`src/rtl/fetch_stage_bp_if.sv`:
```
// Fetch-stage bundle: execute-stage control/update inputs, instruction-memory port
// and the fetched pc/instruction/prediction outputs toward IF/ID.
interface fetch_stage_bp_if #(
  parameter int ADDR_W = 10,
  parameter int DATA_W = 32
);
  logic              stall;
  logic              redirect;
  logic [ADDR_W-1:0] redirect_pc;
  logic              upd_valid;
  logic [ADDR_W-1:0] upd_pc;
  logic              upd_taken;
  logic [ADDR_W-1:0] upd_target;
  logic [ADDR_W-1:0] imem_addr;
  logic [DATA_W-1:0] imem_rdata;
  logic [ADDR_W-1:0] pc;
  logic [ADDR_W-1:0] pc_plus1;
  logic [DATA_W-1:0] instruction;
  logic              valid;
  logic              pred_taken;
  logic [ADDR_W-1:0] pred_target;

  modport master (
    output stall, redirect, redirect_pc, upd_valid, upd_pc, upd_taken, upd_target,
    output imem_rdata,
    input  imem_addr, pc, pc_plus1, instruction, valid, pred_taken, pred_target
  );

  modport slave (
    input  stall, redirect, redirect_pc, upd_valid, upd_pc, upd_taken, upd_target,
    input  imem_rdata,
    output imem_addr, pc, pc_plus1, instruction, valid, pred_taken, pred_target
  );
endinterface

```
`src/rtl/fetch_stage_bp.sv`:
```
// Instruction fetch stage: PC register, zero-bubble redirect, stall hold and a
// direct-mapped BTB with 2-bit saturating counters steering the next PC.
module fetch_stage_bp #(
  parameter int ADDR_W      = 10,
  parameter int DATA_W      = 32,
  parameter int BTB_ENTRIES = 16,
  parameter int RESET_PC    = 0
) (
  input  logic             clk,
  input  logic             rst,
  fetch_stage_bp_if.slave  bus
);
  localparam int IDX_W = $clog2(BTB_ENTRIES);
  localparam int TAG_W = ADDR_W - IDX_W;
  localparam logic [ADDR_W-1:0] LP_RESET_PC = ADDR_W'(RESET_PC);

  logic [ADDR_W-1:0] r_pc;
  logic              r_valid;
  logic [ADDR_W-1:0] w_next_pc;
  logic [ADDR_W-1:0] w_pc_plus1;

  logic [BTB_ENTRIES-1:0] w_btb_valid;
  logic [TAG_W-1:0]       w_btb_tag    [BTB_ENTRIES];
  logic [ADDR_W-1:0]      w_btb_target [BTB_ENTRIES];
  logic [1:0]             w_btb_ctr    [BTB_ENTRIES];

  logic [IDX_W-1:0]  w_idx;
  logic [TAG_W-1:0]  w_tag;
  logic              w_hit;
  logic              w_pred_taken;
  logic [ADDR_W-1:0] w_pred_target;

  logic [IDX_W-1:0]  w_upd_idx;
  logic [TAG_W-1:0]  w_upd_tag;
  logic              w_upd_hit;

  assign w_pc_plus1 = r_pc + ADDR_W'(1);

  assign w_idx         = r_pc[IDX_W-1:0];
  assign w_tag         = r_pc[ADDR_W-1:IDX_W];
  assign w_hit         = w_btb_valid[w_idx] && (w_btb_tag[w_idx] == w_tag);
  assign w_pred_taken  = w_hit && w_btb_ctr[w_idx][1];
  assign w_pred_target = w_pred_taken ? w_btb_target[w_idx] : '0;

  assign w_upd_idx = bus.upd_pc[IDX_W-1:0];
  assign w_upd_tag = bus.upd_pc[ADDR_W-1:IDX_W];
  assign w_upd_hit = w_btb_valid[w_upd_idx] && (w_btb_tag[w_upd_idx] == w_upd_tag);

  // Holding pc while valid is low makes the first post-reset cycle re-read RESET_PC.
  always_comb begin
    w_next_pc = w_pc_plus1;
    if (rst) begin
      w_next_pc = LP_RESET_PC;
    end else if (bus.redirect) begin
      w_next_pc = bus.redirect_pc;
    end else if (bus.stall || !r_valid) begin
      w_next_pc = r_pc;
    end else if (w_pred_taken) begin
      w_next_pc = w_pred_target;
    end
  end

  always_ff @(posedge clk) begin
    if (rst) begin
      r_pc    <= LP_RESET_PC;
      r_valid <= 1'b0;
    end else begin
      r_pc    <= w_next_pc;
      r_valid <= 1'b1;
    end
  end

  genvar gi;
  generate
    for (gi = 0; gi < BTB_ENTRIES; gi++) begin : g_btb
      localparam logic [IDX_W-1:0] LP_IDX = IDX_W'(gi);
      logic              r_v;
      logic [TAG_W-1:0]  r_tag;
      logic [ADDR_W-1:0] r_target;
      logic [1:0]        r_ctr;
      logic              w_sel;

      assign w_sel = bus.upd_valid && (w_upd_idx == LP_IDX);

      // Lookups read these registers directly, so an update is only seen next cycle.
      always_ff @(posedge clk) begin
        if (rst) begin
          r_v      <= 1'b0;
          r_tag    <= '0;
          r_target <= '0;
          r_ctr    <= 2'd1;
        end else if (w_sel) begin
          if (w_upd_hit) begin
            if (bus.upd_taken) begin
              r_target <= bus.upd_target;
              if (r_ctr != 2'd3) r_ctr <= r_ctr + 2'd1;
            end else if (r_ctr != 2'd0) begin
              r_ctr <= r_ctr - 2'd1;
            end
          end else if (bus.upd_taken) begin
            r_v      <= 1'b1;
            r_tag    <= w_upd_tag;
            r_target <= bus.upd_target;
            r_ctr    <= 2'd2;
          end
        end
      end

      assign w_btb_valid[gi]  = r_v;
      assign w_btb_tag[gi]    = r_tag;
      assign w_btb_target[gi] = r_target;
      assign w_btb_ctr[gi]    = r_ctr;
    end
  endgenerate

  assign bus.imem_addr   = w_next_pc;
  assign bus.pc          = r_pc;
  assign bus.pc_plus1    = w_pc_plus1;
  assign bus.instruction = bus.imem_rdata;
  assign bus.valid       = r_valid;
  assign bus.pred_taken  = w_pred_taken;
  assign bus.pred_target = w_pred_target;
endmodule

```
`src/flat_wrapper.sv`:
```
// flat-port wrapper written by rule: the top's interface ports become plain ports
module fetch_stage_bp_flat 
#(
  parameter int ADDR_W      = 10,
  parameter int DATA_W      = 32,
  parameter int BTB_ENTRIES = 16,
  parameter int RESET_PC    = 0
)
  (clk, rst, bus_stall, bus_redirect, bus_redirect_pc, bus_upd_valid, bus_upd_pc, bus_upd_taken, bus_upd_target, bus_imem_rdata, bus_imem_addr, bus_pc, bus_pc_plus1, bus_instruction, bus_valid, bus_pred_taken, bus_pred_target);
  fetch_stage_bp_if #(.ADDR_W(ADDR_W), .DATA_W(DATA_W)) bus_i ();
  input  logic clk;
  input  logic rst;
  input wire logic [$bits(bus_i.stall)-1:0] bus_stall;
  input wire logic [$bits(bus_i.redirect)-1:0] bus_redirect;
  input wire logic [$bits(bus_i.redirect_pc)-1:0] bus_redirect_pc;
  input wire logic [$bits(bus_i.upd_valid)-1:0] bus_upd_valid;
  input wire logic [$bits(bus_i.upd_pc)-1:0] bus_upd_pc;
  input wire logic [$bits(bus_i.upd_taken)-1:0] bus_upd_taken;
  input wire logic [$bits(bus_i.upd_target)-1:0] bus_upd_target;
  input wire logic [$bits(bus_i.imem_rdata)-1:0] bus_imem_rdata;
  output wire logic [$bits(bus_i.imem_addr)-1:0] bus_imem_addr;
  output wire logic [$bits(bus_i.pc)-1:0] bus_pc;
  output wire logic [$bits(bus_i.pc_plus1)-1:0] bus_pc_plus1;
  output wire logic [$bits(bus_i.instruction)-1:0] bus_instruction;
  output wire logic [$bits(bus_i.valid)-1:0] bus_valid;
  output wire logic [$bits(bus_i.pred_taken)-1:0] bus_pred_taken;
  output wire logic [$bits(bus_i.pred_target)-1:0] bus_pred_target;
  assign bus_i.stall = bus_stall;
  assign bus_i.redirect = bus_redirect;
  assign bus_i.redirect_pc = bus_redirect_pc;
  assign bus_i.upd_valid = bus_upd_valid;
  assign bus_i.upd_pc = bus_upd_pc;
  assign bus_i.upd_taken = bus_upd_taken;
  assign bus_i.upd_target = bus_upd_target;
  assign bus_i.imem_rdata = bus_imem_rdata;
  assign bus_imem_addr = bus_i.imem_addr;
  assign bus_pc = bus_i.pc;
  assign bus_pc_plus1 = bus_i.pc_plus1;
  assign bus_instruction = bus_i.instruction;
  assign bus_valid = bus_i.valid;
  assign bus_pred_taken = bus_i.pred_taken;
  assign bus_pred_target = bus_i.pred_target;
  fetch_stage_bp #(.ADDR_W(ADDR_W), .DATA_W(DATA_W), .BTB_ENTRIES(BTB_ENTRIES), .RESET_PC(RESET_PC)) u_core (.clk(clk), .rst(rst), .bus(bus_i));
endmodule
```
`config.mk`:
```
export PLATFORM = sky130hd
export DESIGN_NAME = fetch_stage_bp_flat
export DESIGN_NICKNAME = d
export VERILOG_FILES = /design/src/rtl/fetch_stage_bp_if.sv /design/src/rtl/fetch_stage_bp.sv /design/src/flat_wrapper.sv
export SDC_FILE = /design/constraint.sdc
export NUM_CORES = 1
export LEC_CHECK = 0
export ABC_AREA = 1
export CORE_UTILIZATION = 55
export DETAILED_ROUTE_END_ITERATION = 10
export GPL_ROUTABILITY_DRIVEN = 0
export PLACE_DENSITY = 0.77
export SYNTH_ARGS = -nofsm -noshare
export SYNTH_HDL_FRONTEND = slang
export SYNTH_SLANG_ARGS = --single-unit
```
`constraint.sdc`:
```
create_clock -name clk -period 3.3 [get_ports clk]
set_clock_uncertainty 0.1 [all_clocks]
set_input_delay 0.495 -clock clk [delete_from_list [all_inputs] [get_ports clk]]
set_output_delay 0.495 -clock clk [all_outputs]
set_load 0.05 [all_outputs]
```
======== Word-level counts from Yosys, hierarchy flattened ========
Cells that the tools add are included.
storage, ports and cells
  register bits after elaboration ......... 315
  output and inout port bits .............. 74
  word-level logic and storage cells ...... 345
operators by class
  add/subtract/negate cells ............... 33
  $lt $le $gt $ge ......................... 4
  eq/ne operators ......................... 49
  mux-type cells .......................... 87
  bitwise operators ....................... 3
  reduce and logical (&&, ||, !) cells .... 103
operator list
  cell                   number
  $mux 2                 67
  $mux 10                7
  $reduce_bool 2->1      33
  $reduce_and 4->1       16
  $bmux 6 s4             2
  $ne 3x3->1 const B     16
  $reduce_and 3->1       16
  $bmux 10 s4            1
  $add 2x1->2 const B    16
  $eq 4x4->1 const B     8
  $ne 2x2->1 const B     16
  $reduce_and 2->1       16
  $sub 2x1->2 const B    16
  $mux 6                 4
  $logic_and 1x1->1      19
  $eq 4x3->1 const B     4
  $eq 6x6->1             2
  $add 10x1->10 const B  1
  $ge 5x5->1 const B     2
  $lt 4x5->1 const B     2
  $not 4->5              2
  $bmux 1 s4             2
  $bmux 2 s4             1
  $eq 4x2->1 const B     2
  6 further kinds        8

======== Logic depth before layout (Yosys ltp) ========
  depth in word-level cells ............... 12
  gate-level depth with buffers ........... 21

======== Worst setup path after synthesis ========
No wires, ideal clock.
  path kind ............................... flip-flop to output port
  start point ............................. register u_core.r_pc[1] (netlist: u_core.bus.pc[1])
  end point ............................... output bus_imem_addr[9]
  arrival time ............................ 3817 ps
  required time ........................... 2705 ps
  path slack .............................. -1112 ps
  cell stages (with the launch flop) ...... 13
  path through ............................ dfxtp_1 > clkinv_1 > clkbuf_1 > nor3_1 > nand3_1 > nor2_1 > nand2_1 > nor3_1 > xor2_1 > nand2_1 > nand3_1 > nand2_1 > a21oi_1
on the way
  elaborated cells between the ends (all ways) .. 21
  those cells by class .................... add/sub: 1; eq/ne: 1; mux: 16; bitwise: 1; reduce/logical: 2
RTL lines
  item                    line                  source
  start, declared         fetch_stage_bp.sv:17  logic [ADDR_W-1:0] r_pc;
  start signal, assigned  fetch_stage_bp.sv:68  r_pc <= w_next_pc;
  $add 10x1->10           fetch_stage_bp.sv:37  assign w_pc_plus1 = r_pc + ADDR_W'(1);
  via bus_pc_plus1[9]     flat_wrapper.sv:23    output wire logic [$bits(bus_i.pc_plus1)-1:0] bus_pc_plus1;
  $mux 10                 fetch_stage_bp.sv:58  end else if (w_pred_taken) begin
  $mux 10                 fetch_stage_bp.sv:56  end else if (bus.stall || !r_valid) begin
  $mux 10                 fetch_stage_bp.sv:54  end else if (bus.redirect) begin
  $mux 10                 fetch_stage_bp.sv:52  if (rst) begin
  end, declared           flat_wrapper.sv:21    output wire logic [$bits(bus_i.imem_addr)-1:0] bus_imem_addr;
The timed path passes the listed nets, and every way through them passes these cells. The select of a mux whose other input is x is not followed.

======== Worst setup path in the final report ========
  start point ............................. register u_core.r_pc[0] (netlist: u_core.bus.pc[0])
  end point ............................... output bus_imem_addr[4]
on the way
  word-level cells in the longest chain between the ends .. 12
  elaborated cells between the ends (all ways) .. 21
  those cells by class .................... add/sub: 1; eq/ne: 1; mux: 16; bitwise: 1; reduce/logical: 2
ends and longest elaborated chain
  item                                        line                                                              source
  $not 4->5 (not written as such)             fetch_stage_bp.sv:41, fetch_stage_bp.sv:42, fetch_stage_bp.sv:43
  $bmux 6 s4                                  fetch_stage_bp.sv:41                                              assign w_hit = w_btb_valid[w_idx] && (w_btb_tag[w_idx] == w_tag);
  $mux 6 (not written as such) (2 in series)  fetch_stage_bp.sv:41
  $eq 6x6->1                                  fetch_stage_bp.sv:41
  $logic_and 1x1->1                           fetch_stage_bp.sv:41
  $logic_and 1x1->1                           fetch_stage_bp.sv:42                                              assign w_pred_taken = w_hit && w_btb_ctr[w_idx][1];
  $mux 10                                     fetch_stage_bp.sv:43                                              assign w_pred_target = w_pred_taken ? w_btb_target[w_idx] : '0;
  $mux 10 (*)                                 fetch_stage_bp.sv:58
  $mux 10 (*)                                 fetch_stage_bp.sv:56
  $mux 10 (*)                                 fetch_stage_bp.sv:54
  $mux 10 (*)                                 fetch_stage_bp.sv:52
Mark *: on every way between the ends. The rest lies on a longest branch, timed or not. The select of a mux whose other input is x is not followed.

==> results.json <==
{
  "core_um2": 29800,
  "io_buffer_count": 77,
  "layout_common_cells": "550 x nand2_1, 391 x nor2_1, 364 x o21ai_0",
  "synth_nets": 2720,
  "dr.pass1.iters": 6,
  "peakVddDrop_mv": 0.384,
  "ys_seq_area_share_pct": 37.7,
  "cts_tree": "done",
  "worst_pin_slew_ns": 1.01,
  "cpPeakStageDelay_ns": 0.51,
  "synthMuxAreaShare_pct": 0,
  "grt_first_pass_wirelength_um": 86700,
  "path_class": "register to primary output",
  "synth-adder-area-share_pct": 0.0747,
  "synth_xor_area_share_pct": 1.41,
  "min_path_type": "register to register",
  "grt_setup_unrepaired": "true",
  "rows": 63,
  "htree_num_levels": 2,
  "maxSlewHeadroom_pct": 32.8,
  "drc": 0,
  "place.detailed.hpwl_um": 36400,
  "clk_pin_slew_ns": 0.06,
  "synth.distinct_cells": 29,
  "drv_cap": 0,
  "ant_nets": 0,
  "crit_path_top_delay_cell": "o21ai_0",
  "drt-total-wl_um": 56600,
  "timing.critical_path.buf_inv": 4,
  "synth_top_family_by_area": "simple AND/OR/NAND/NOR gates",
  "violations": "negative setup slack",
  "path_cells": "buf_6, buf_4, bufbuf_16, nor2_1, a21oi_1, o21ai_0, o22ai_1, nand2_1, nand2_1, nand3_1, nand3_1, nand2_2, a21oi_4, buf_12",
  "avgSynthCellArea_um2": 6.31,
  "dp.cells": 3012,
  "ys_async_sr_fraction_pct": 0,
  "synth_seq_cells": 315,
  "fmax_mhz": 276,
  "start_kind": "register",
  "synth_flop_cell": "dfxtp_1",
  "diodes": 0,
  "clock_latency_ns": 0.53,
  "synthesis.area_um2": 16700,
  "period_minus_slack_ns": 3.62,
  "vias": 18500,
  "status": "finished, violations left",
  "dp_slack_ns": -0.149,
  "nNetsFinal": 2750,
  "die_w_um": 176,
  "boundaryPins": 142,
  "cts_buffers": 36,
  "worst_slack_ns": -0.324,
  "drive_gt1_share_pct": 11.8,
  "yosys_warnings": 0,
  "synth_compound_area_share_pct": 21.8,
  "track_usage_pct": 34.9,
  "postCtsHoldBufs": 0,
  "crit_family": "compound AO/OA/AOI/OAI gates",
  "power.leakage_nw": 8.42,
  "final_util_pct": 68.2,
  "final_common_cell": "nand2_1",
  "cts_sinks": 315,
  "finalCritPeriodShare_pct": 110,
  "arrival_ns": 3.03,
  "antenna_found_initial": 0,
  "vias_per_cell": 5.97,
  "die-height_um": 176,
  "dieArea_um2": 31100,
  "grt_max_degree": 235,
  "clk_path_buf_depth": 3,
  "power.total_mw": 9.42,
  "crit_path_max_fanout": 28,
  "grt_overflow": 0,
  "end_kind": "primary output",
  "tns_ns": -4.31,
  "netlist_instances": 2651,
  "root_buffer": "clkbuf_16",
  "slew_viol_final": 0,
  "syn_to_final_growth_pct": 21.3,
  "power_density_nw_per_um2": 464,
  "synth-edff-count": 0,
  "worstPathRequired_ns": 2.70,
  "drt_iter0_markers": 2516,
  "instances_no_fill": 3096,
  "grt_pass1_vias": 16500,
  "final-setup-viol-count": 21,
  "hold_viol": 0,
  "initial_utilization_pct": 56.2,
  "synthSimpleGateAreaFrac_pct": 28.2,
  "wl_per_cell_um": 18.3
}
## flip-flops by register name, summed over array words and instances (netlist names)
register,cells
u_core.bus.valid,1
u_core.g_btb.r_target,160
u_core.g_btb.r_ctr,32
u_core.bus.pc,10
u_core.g_btb.r_v,16
u_core.g_btb.r_tag,96
## cells by family (layout without fill, tap and decap cells)
| kind of cell | Yosys count | in the layout |
|---|---|---|
| AOI/OAI and AO/OA | 702 | 702 |
| and+or+nand+nor | 1178 | 1178 |
| adders and majority gates | 1 | 1 |
| buffers and inverters | 428 | 483 |
| xor gates and xnor gates | 27 | 27 |
| DFF | 315 | 315 |
## path summary, 6_finish.rpt
| check | startpoint | endpoint | slack (ns) | depth (start not counted) |
|---|---|---|---|---|
| max reg2reg | u_core.g_btb[8].r_tag[5]$_SDFFE_PP0P_ | u_core.g_btb[6].r_ctr[0]$_SDFFE_PP1P_ | 0.48 | 19 |
| min | u_core.g_btb[7].r_target[7]$_SDFFE_PP0P_ | u_core.g_btb[7].r_target[7]$_SDFFE_PP0P_ | 0.35 | 2 |
| max | u_core.bus.pc[0]$_SDFF_PP0_ | bus_imem_addr[4] | -0.32 | 14 |
| min reg2reg | u_core.g_btb[7].r_target[7]$_SDFFE_PP0P_ | u_core.g_btb[7].r_target[7]$_SDFFE_PP0P_ | 0.35 | 2 |
## area by class of cell
cell class,instances,area (um2)
fillers,2411,9490
multi-input cells,1908,9120
flip-flops and latches,315,6320
repair buffers,202,2370
clock buffers,50,1020
inverters,218,842
well taps,390,488
clock inverters,13,148
## where the power goes
group,internal (mW),switching [mW]
Sequential,3.86,0.0495
Combinational,0.521,0.990
Clock,2.34,1.65
Total,6.72,2.69
## worst register-to-register path, cell delays in order (launching register included)
cell     delay [ns]
dfxtp_1        0.31
inv_1          0.06
o21ai_0        0.37
nand2_1        0.09
nand2_1        0.08
nand2_1        0.05
nand2_1        0.06
nor2_1         0.05
buf_4          0.12
nand2_1        0.05
nand2_1        0.05
nor2_1         0.09
nand2_1        0.12
nor2_4         0.20
buf_4          0.19
buf_4          0.26
nand2_1        0.16
o21ai_1        0.19
nand2_1        0.07
nand3_1        0.07
## Yosys cell counts, types with 11 or more instances
| library cell | instances | area, um2 |
|---|---|---|
| o21ai_0 | 383 | 1920 |
| dfxtp_1 | 315 | 6310 |
| nand2_1 | 570 | 2140 |
| clkinv_1 | 11 | 41.3 |
| o22ai_1 | 16 | 100 |
| xor2_1 | 19 | 166 |
| nor2_1 | 398 | 1490 |
| nor3_1 | 15 | 75.1 |
| buf_2 | 33 | 165 |
| o211ai_1 | 26 | 195 |
| buf_4 | 37 | 278 |
| inv_1 | 203 | 762 |
| clkbuf_1 | 129 | 484 |
| nand3_1 | 171 | 856 |
| a21oi_1 | 251 | 1260 |
## per-stage QoR
stage,cell area (um2),hold slack (ns)
after floorplan,16800,0.324
after global placement,18300,0.333
after detailed placement,18300,0.340
after CTS,19900,0.348
after global routing,20300,0.366
final,20300,0.351
## routing by layer
| metal | global-route usage, % | vias up | wire (um) |
|---|---|---|---|
| li1 | - | 8665 | - |
| met1 | 47.0 | 8491 | 23000 |
| met2 | 54.2 | 1155 | 25100 |
| met3 | 6.78 | 170 | 6420 |
| met4 | 15.3 | 0 | 2140 |
| met5 | 0 | - | 0 |
## what timing repair did
| item | in CTS | in global routing |
|---|---|---|
| resized for setup | 53 | 83 |
| buffers inserted | 4 | 8 |
| pin swaps | 15 | 24 |
| gates cloned | 6 | 5 |
| setup endpoints to repair | 21 | 23 |
(Power assumes the default switching activity.)
